--- src/rtl/vend_if.sv ---
// Keypad/coin/price-table bundle for the vending sequencer.
// master drives the requests and table data; slave is the controller.
interface vend_if #(
   parameter int CW = 8
);
   logic          key_valid;
   logic [1:0]    key_code;
   logic          cancel;
   logic          coin_valid;
   logic [CW-1:0] coin_value;
   logic [CW-1:0] price;
   logic          stock_ok;
   logic          enL;
   logic          enC;
   logic [1:0]    code;
   logic          reg_clr;
   logic          dispense;
   logic          change_valid;
   logic [CW-1:0] change;
   logic [CW-1:0] credit;
   logic          coin_reject;
   logic          busy;

   modport master (
      output key_valid, key_code, cancel, coin_valid, coin_value,
      output price, stock_ok,
      input  enL, enC, code, reg_clr, dispense, change_valid,
      input  change, credit, coin_reject, busy
   );

   modport slave (
      input  key_valid, key_code, cancel, coin_valid, coin_value,
      input  price, stock_ok,
      output enL, enC, code, reg_clr, dispense, change_valid,
      output change, credit, coin_reject, busy
   );
endinterface

--- src/rtl/vend_controller.sv ---
// Vending selection/payment sequencer: keypad, coin credit, vend, refund.
// Optional idle auto-cancel enabled by defining VEND_TIMEOUT_EN.
module vend_controller #(
   parameter int CW      = 8,
   parameter int TIMEOUT = 1000
) (
   input logic clk,
   input logic clr,
   vend_if.slave bus
);
   typedef enum logic [2:0] {
      IDLE, LOAD_ROW, WAIT_COL, LOAD_COL,
      CHECK, WAIT_PAY, VEND, REFUND
   } state_t;

   state_t        state, state_n;
   logic [CW-1:0] credit_q, credit_n;
   logic [CW-1:0] price_q, price_n;
   logic [1:0]    code_q, code_n;
   logic          reg_clr_q;
   logic          accept, cancel_go, timeout;
   logic [CW:0]   sum;
   logic [CW-1:0] coin_credit, remain;

   always_comb begin
      accept = (state == IDLE) || (state == WAIT_COL) ||
               (state == WAIT_PAY);
      sum = {1'b0, credit_q} + {1'b0, bus.coin_value};
      coin_credit = credit_q;
      if (bus.coin_valid && accept)
         coin_credit = sum[CW] ? '1 : sum[CW-1:0];
      cancel_go = (bus.cancel || timeout) &&
                  (state != VEND) && (state != REFUND);
      remain   = credit_q - price_q;
      state_n  = state;
      credit_n = coin_credit;
      price_n  = price_q;
      code_n   = code_q;
      unique case (state)
         IDLE: if (bus.key_valid) begin
            code_n  = bus.key_code;
            state_n = LOAD_ROW;
         end
         LOAD_ROW: state_n = WAIT_COL;
         WAIT_COL: if (bus.key_valid) begin
            code_n  = bus.key_code;
            state_n = LOAD_COL;
         end
         LOAD_COL: state_n = CHECK;
         CHECK: begin
            // latched so VEND does not depend on the table still settling
            price_n = bus.price;
            if (!bus.stock_ok)
               state_n = REFUND;
            else if (credit_q < bus.price)
               state_n = WAIT_PAY;
            else
               state_n = VEND;
         end
         WAIT_PAY: if (bus.coin_valid) state_n = CHECK;
         VEND: begin
            credit_n = remain;
            state_n  = (remain != '0) ? REFUND : IDLE;
         end
         REFUND: begin
            credit_n = '0;
            state_n  = IDLE;
         end
         default: state_n = IDLE;
      endcase
      if (cancel_go) begin
         code_n  = code_q;
         state_n = (coin_credit != '0) ? REFUND : IDLE;
      end
   end

   always_ff @(posedge clk) begin
      if (clr) begin
         state     <= IDLE;
         credit_q  <= '0;
         price_q   <= '0;
         code_q    <= '0;
         reg_clr_q <= 1'b0;
      end else begin
         state     <= state_n;
         credit_q  <= credit_n;
         price_q   <= price_n;
         code_q    <= code_n;
         reg_clr_q <= (state != IDLE) && (state_n == IDLE);
      end
   end

`ifdef VEND_TIMEOUT_EN
   localparam int TW = $clog2(TIMEOUT + 1);
   logic [TW-1:0] tcnt;
   logic          waiting;

   assign waiting = (state == WAIT_COL) || (state == WAIT_PAY);
   assign timeout = waiting && (tcnt == TW'(TIMEOUT));

   always_ff @(posedge clk) begin
      if (clr)
         tcnt <= '0;
      else if (!waiting || state_n != state ||
               bus.key_valid || bus.coin_valid)
         tcnt <= '0;
      else if (!timeout)
         tcnt <= tcnt + 1'b1;
   end
`else
   logic unused_timeout;
   assign unused_timeout = (TIMEOUT != 0);
   assign timeout = 1'b0;
`endif

   assign bus.enL          = (state == LOAD_ROW);
   assign bus.enC          = (state == LOAD_COL);
   assign bus.code         = code_q;
   assign bus.reg_clr      = reg_clr_q;
   assign bus.dispense     = (state == VEND);
   assign bus.change_valid = (state == REFUND);
   assign bus.change       = (state == REFUND) ? credit_q : '0;
   assign bus.credit       = credit_q;
   assign bus.coin_reject  = bus.coin_valid && !accept;
   assign bus.busy         = (state != IDLE);
endmodule
--- src/flat_wrapper.sv ---
// flat-port wrapper written by rule: the top's interface ports become plain ports
module vend_controller_flat 
#(
   parameter int CW      = 8,
   parameter int TIMEOUT = 1000
)
  (clk, clr, bus_key_valid, bus_key_code, bus_cancel, bus_coin_valid, bus_coin_value, bus_price, bus_stock_ok, bus_enL, bus_enC, bus_code, bus_reg_clr, bus_dispense, bus_change_valid, bus_change, bus_credit, bus_coin_reject, bus_busy);
  vend_if #(.CW(CW)) bus_i ();
  input logic clk;
  input logic clr;
  input wire logic [$bits(bus_i.key_valid)-1:0] bus_key_valid;
  input wire logic [$bits(bus_i.key_code)-1:0] bus_key_code;
  input wire logic [$bits(bus_i.cancel)-1:0] bus_cancel;
  input wire logic [$bits(bus_i.coin_valid)-1:0] bus_coin_valid;
  input wire logic [$bits(bus_i.coin_value)-1:0] bus_coin_value;
  input wire logic [$bits(bus_i.price)-1:0] bus_price;
  input wire logic [$bits(bus_i.stock_ok)-1:0] bus_stock_ok;
  output wire logic [$bits(bus_i.enL)-1:0] bus_enL;
  output wire logic [$bits(bus_i.enC)-1:0] bus_enC;
  output wire logic [$bits(bus_i.code)-1:0] bus_code;
  output wire logic [$bits(bus_i.reg_clr)-1:0] bus_reg_clr;
  output wire logic [$bits(bus_i.dispense)-1:0] bus_dispense;
  output wire logic [$bits(bus_i.change_valid)-1:0] bus_change_valid;
  output wire logic [$bits(bus_i.change)-1:0] bus_change;
  output wire logic [$bits(bus_i.credit)-1:0] bus_credit;
  output wire logic [$bits(bus_i.coin_reject)-1:0] bus_coin_reject;
  output wire logic [$bits(bus_i.busy)-1:0] bus_busy;
  assign bus_i.key_valid = bus_key_valid;
  assign bus_i.key_code = bus_key_code;
  assign bus_i.cancel = bus_cancel;
  assign bus_i.coin_valid = bus_coin_valid;
  assign bus_i.coin_value = bus_coin_value;
  assign bus_i.price = bus_price;
  assign bus_i.stock_ok = bus_stock_ok;
  assign bus_enL = bus_i.enL;
  assign bus_enC = bus_i.enC;
  assign bus_code = bus_i.code;
  assign bus_reg_clr = bus_i.reg_clr;
  assign bus_dispense = bus_i.dispense;
  assign bus_change_valid = bus_i.change_valid;
  assign bus_change = bus_i.change;
  assign bus_credit = bus_i.credit;
  assign bus_coin_reject = bus_i.coin_reject;
  assign bus_busy = bus_i.busy;
  vend_controller #(.CW(CW), .TIMEOUT(TIMEOUT)) u_core (.clk(clk), .clr(clr), .bus(bus_i));
endmodule
--- config.mk ---
export PLATFORM = sky130hd
export DESIGN_NAME = vend_controller_flat
export DESIGN_NICKNAME = d
export VERILOG_FILES = /design/src/rtl/vend_if.sv /design/src/rtl/vend_controller.sv /design/src/flat_wrapper.sv
export SDC_FILE = /design/constraint.sdc
export NUM_CORES = 1
export LEC_CHECK = 0
export CORE_MARGIN = 2
export CORE_UTILIZATION = 50
export DETAILED_ROUTE_END_ITERATION = 6
export PLACE_DENSITY = 0.92
export REMOVE_ABC_BUFFERS = 1
export SLEW_MARGIN = 5
export SYNTH_ARGS = -nofsm -noshare
export SYNTH_HDL_FRONTEND = slang
export SYNTH_SLANG_ARGS = --single-unit
--- constraint.sdc ---
create_clock -name clk -period 3.3 [get_ports clk]
set_input_delay 0.66 -clock clk [delete_from_list [all_inputs] [get_ports clk]]
set_output_delay 0.66 -clock clk [all_outputs]
set_load 0.03 [all_outputs]
==> out/metrics.cfg <==
[sta]
hold_ws_ns = 0.502
rsz0062_at_grt = no
drv_slew = 0
final-hold-violation-count = 0
post-route-min-period_ns = 3.10
relSlewSlack_pct = 44.9
fin_tns_setup_ns = 0
setup_viol = 0
fmax_mhz = 323
period_share_pct = 93.9
tightest_slew_ns = 0.824
skew_ns = 0.00134

[yosys]
synth-compound-area-share_pct = 24.8
ys_async_sr_fraction_pct = 0
yosys.area_share.simple_pct = 26.0
yosys_warnings = 0
ys_seq_area_share_pct = 21.5
syn_inst = 261
synth_cell_types = 52
synthMuxAreaShare_pct = 4.40
synth_flop_cell = dfxtp_1
avgSynthCellArea_um2 = 7.84
netlist_area_um2 = 2050
synthXorXnorAreaFrac_pct = 2.57
synth_edf_count = 0
synth_top_family_by_area = simple AND/OR/NAND/NOR gates
synthAdderAreaFrac_pct = 15.4
yosys_register_bits = 22

[setup_path]
critPathCaptureType = flop
path_cells = clkdlybuf4s50_1, ha_1, fa_1, a211o_1, nand4_1, o2111ai_1, a221oi_2, a31oi_1, and4bb_1, o2111a_1
required_ns = 3.51
cpPeakStageDelay_ns = 0.42
crit_type = in2reg
crit_path_max_fanout = 3
cp_slowest_cell = fa_1
startpoint_type = input port
worstPathArrival_ns = 3.31

[grt]
grt_pass1_wl_um = 8380
track_usage_pct = 23.4
grt_max_degree = 23
antenna_found_initial = 0
grt.overflow.total = 0
grt_pass1_vias = 2005

[place]
port_buffers = 48
dp_hpwl_um = 4110
place_area_um2 = 2610
place.gp.congestion = 0.844

[clock_network]
ctsHtreeMaxLevel = 1
clockBufferDepth = 2
cts.root.buffer_cell = clkbuf_8
post_cts_resized = 0
clkSlewWorstSetupHoldPaths_ns = 0.08
ctsHoldBuffers = 0
insertion_delay_ns = 0.26
cts_buffers = 3
post_cts.repair.setup_buffers = 0
clkSinkCount = 22
cts_tree = yes

[floorplanning]
dieArea_um2 = 4620
die_x_um = 68.0
die_y_um = 68.0
start_util_pct = 51.5
coreArea_um2 = 3970
ioPinCount = 49
rows = 23

[route]
vias = 2132
dr.pass1.iters = 4
post_drt_wl_per_cell_um = 14.5
drt_iter0_drc = 128
drc = 0
vias_per_cell = 5.91
finalWirelength_um = 5220
postRouteAntennaNets = 0

[hold_path]
holdCritPathClass = reg2reg

[run]
max_cap_violations = 0

[power]
powerDensity_nw_per_um2 = 605
total_power_w = 0.00161
vdd_drop_max_v = 0.000370
leakage_nw = 1.13

[layout]
drive_above_1_share_pct = 4.82
areaGrowthSynthToFinish_pct = 30.1
layout_common_cells = clkdlybuf4s50_1 (48), nor2_1 (27), ha_1 (22), dfxtp_1 (22), a21oi_1 (21)
fin_area_um2 = 2660
num_antenna_cells = 0
layout_commonest_cell = clkdlybuf4s50_1
fill_cells = 361
layout.nets = 360

[outcome]
outcome = complete, no violations

-- sequential cells by signal, summed over array words and instances (netlist names) --
name and count:
u_core.bus.code 2, u_core.state 3, u_core.price_q 8, u_core.bus.reg_clr 1, u_core.bus.credit 8
-- cells by family after synthesis --
kind of cell	after synthesis
muxes	9
adders and majority gates	24
AOI/OAI and AO/OA	73
xor gates and xnor gates	6
and+or+nand+nor	98
DFF	22
buffers and inverters	29
-- path summary, 6_finish.rpt --
check                            start            endpoint  slack (ns)  depth (start not counted)
hold reg to reg      u_core.price_q[4]   u_core.price_q[4]        0.50                          2
setup / recovery     bus_coin_value[0]  u_core.bus.reg_clr        0.20                         10
hold / removal       u_core.price_q[4]   u_core.price_q[4]        0.50                          2
setup reg to reg  u_core.bus.credit[0]  u_core.bus.reg_clr        0.55                          9
-- synthesized netlist by cell type (5+ instances only) --
cell,instances,area [um2]
nor2_1,27,101
dfxtp_1,22,440
ha_1,22,275
a21oi_1,21,105
inv_1,20,75.1
nand2_1,15,56.3
and2_1,10,62.6
mux2i_1,9,90.1
clkbuf_1,8,30.0
o21ai_0,8,40.0
and3_1,5,31.3
nand3_1,5,25.0
nor3b_1,5,37.5
o211ai_1,5,37.5
or3_1,5,31.3
-- stage by stage --
step                      setup WS (ns)  instances  utilization (%)
final                             0.200        361             67.0
after global routing             0.0436        361             67.0
after CTS                         0.203        361             67.0
after detailed placement        -0.0563        357             65.7
after global placement           0.0146        357             65.7
after floorplan                   0.522        252                -
-- metal layers --
metal / global-route usage [%] / vias to the layer above / wire length [um]
li1: - / 1068 / -
met1: 27.9 / 995 / 2290
met2: 42.1 / 60 / 2600
met3: 2.96 / 9 / 248
met4: 9.50 / 0 / 77
met5: 0 / - / 0
-- cell type report --
cell class	count	area (um2)	area share, %
multi-input cells	210	1500	56.2
repair buffers	55	533	20.0
inverters	20	75.1	2.82
flip-flops and latches	22	440	16.5
clock buffers	4	55.1	2.07
well taps	50	62.6	2.35
-- power breakdown --
group	internal, W	switching, W	total [W]
Sequential	0.000313	0.0000875	0.000401
Combinational	0.000460	0.000556	0.00102
Clock	0.000106	0.0000881	0.000194
Total	0.000880	0.000731	0.00161
-- worst max-delay path, delay by kind of cell --
kind / cells / cell delay (ns)
AOI/OAI and AO/OA: 5 / 1.18
and+or+nand+nor: 2 / 0.45
adders and majority gates: 2 / 0.63
buffers and inverters: 1 / 0.41
Note: power is estimated with default switching activity, not from simulation.
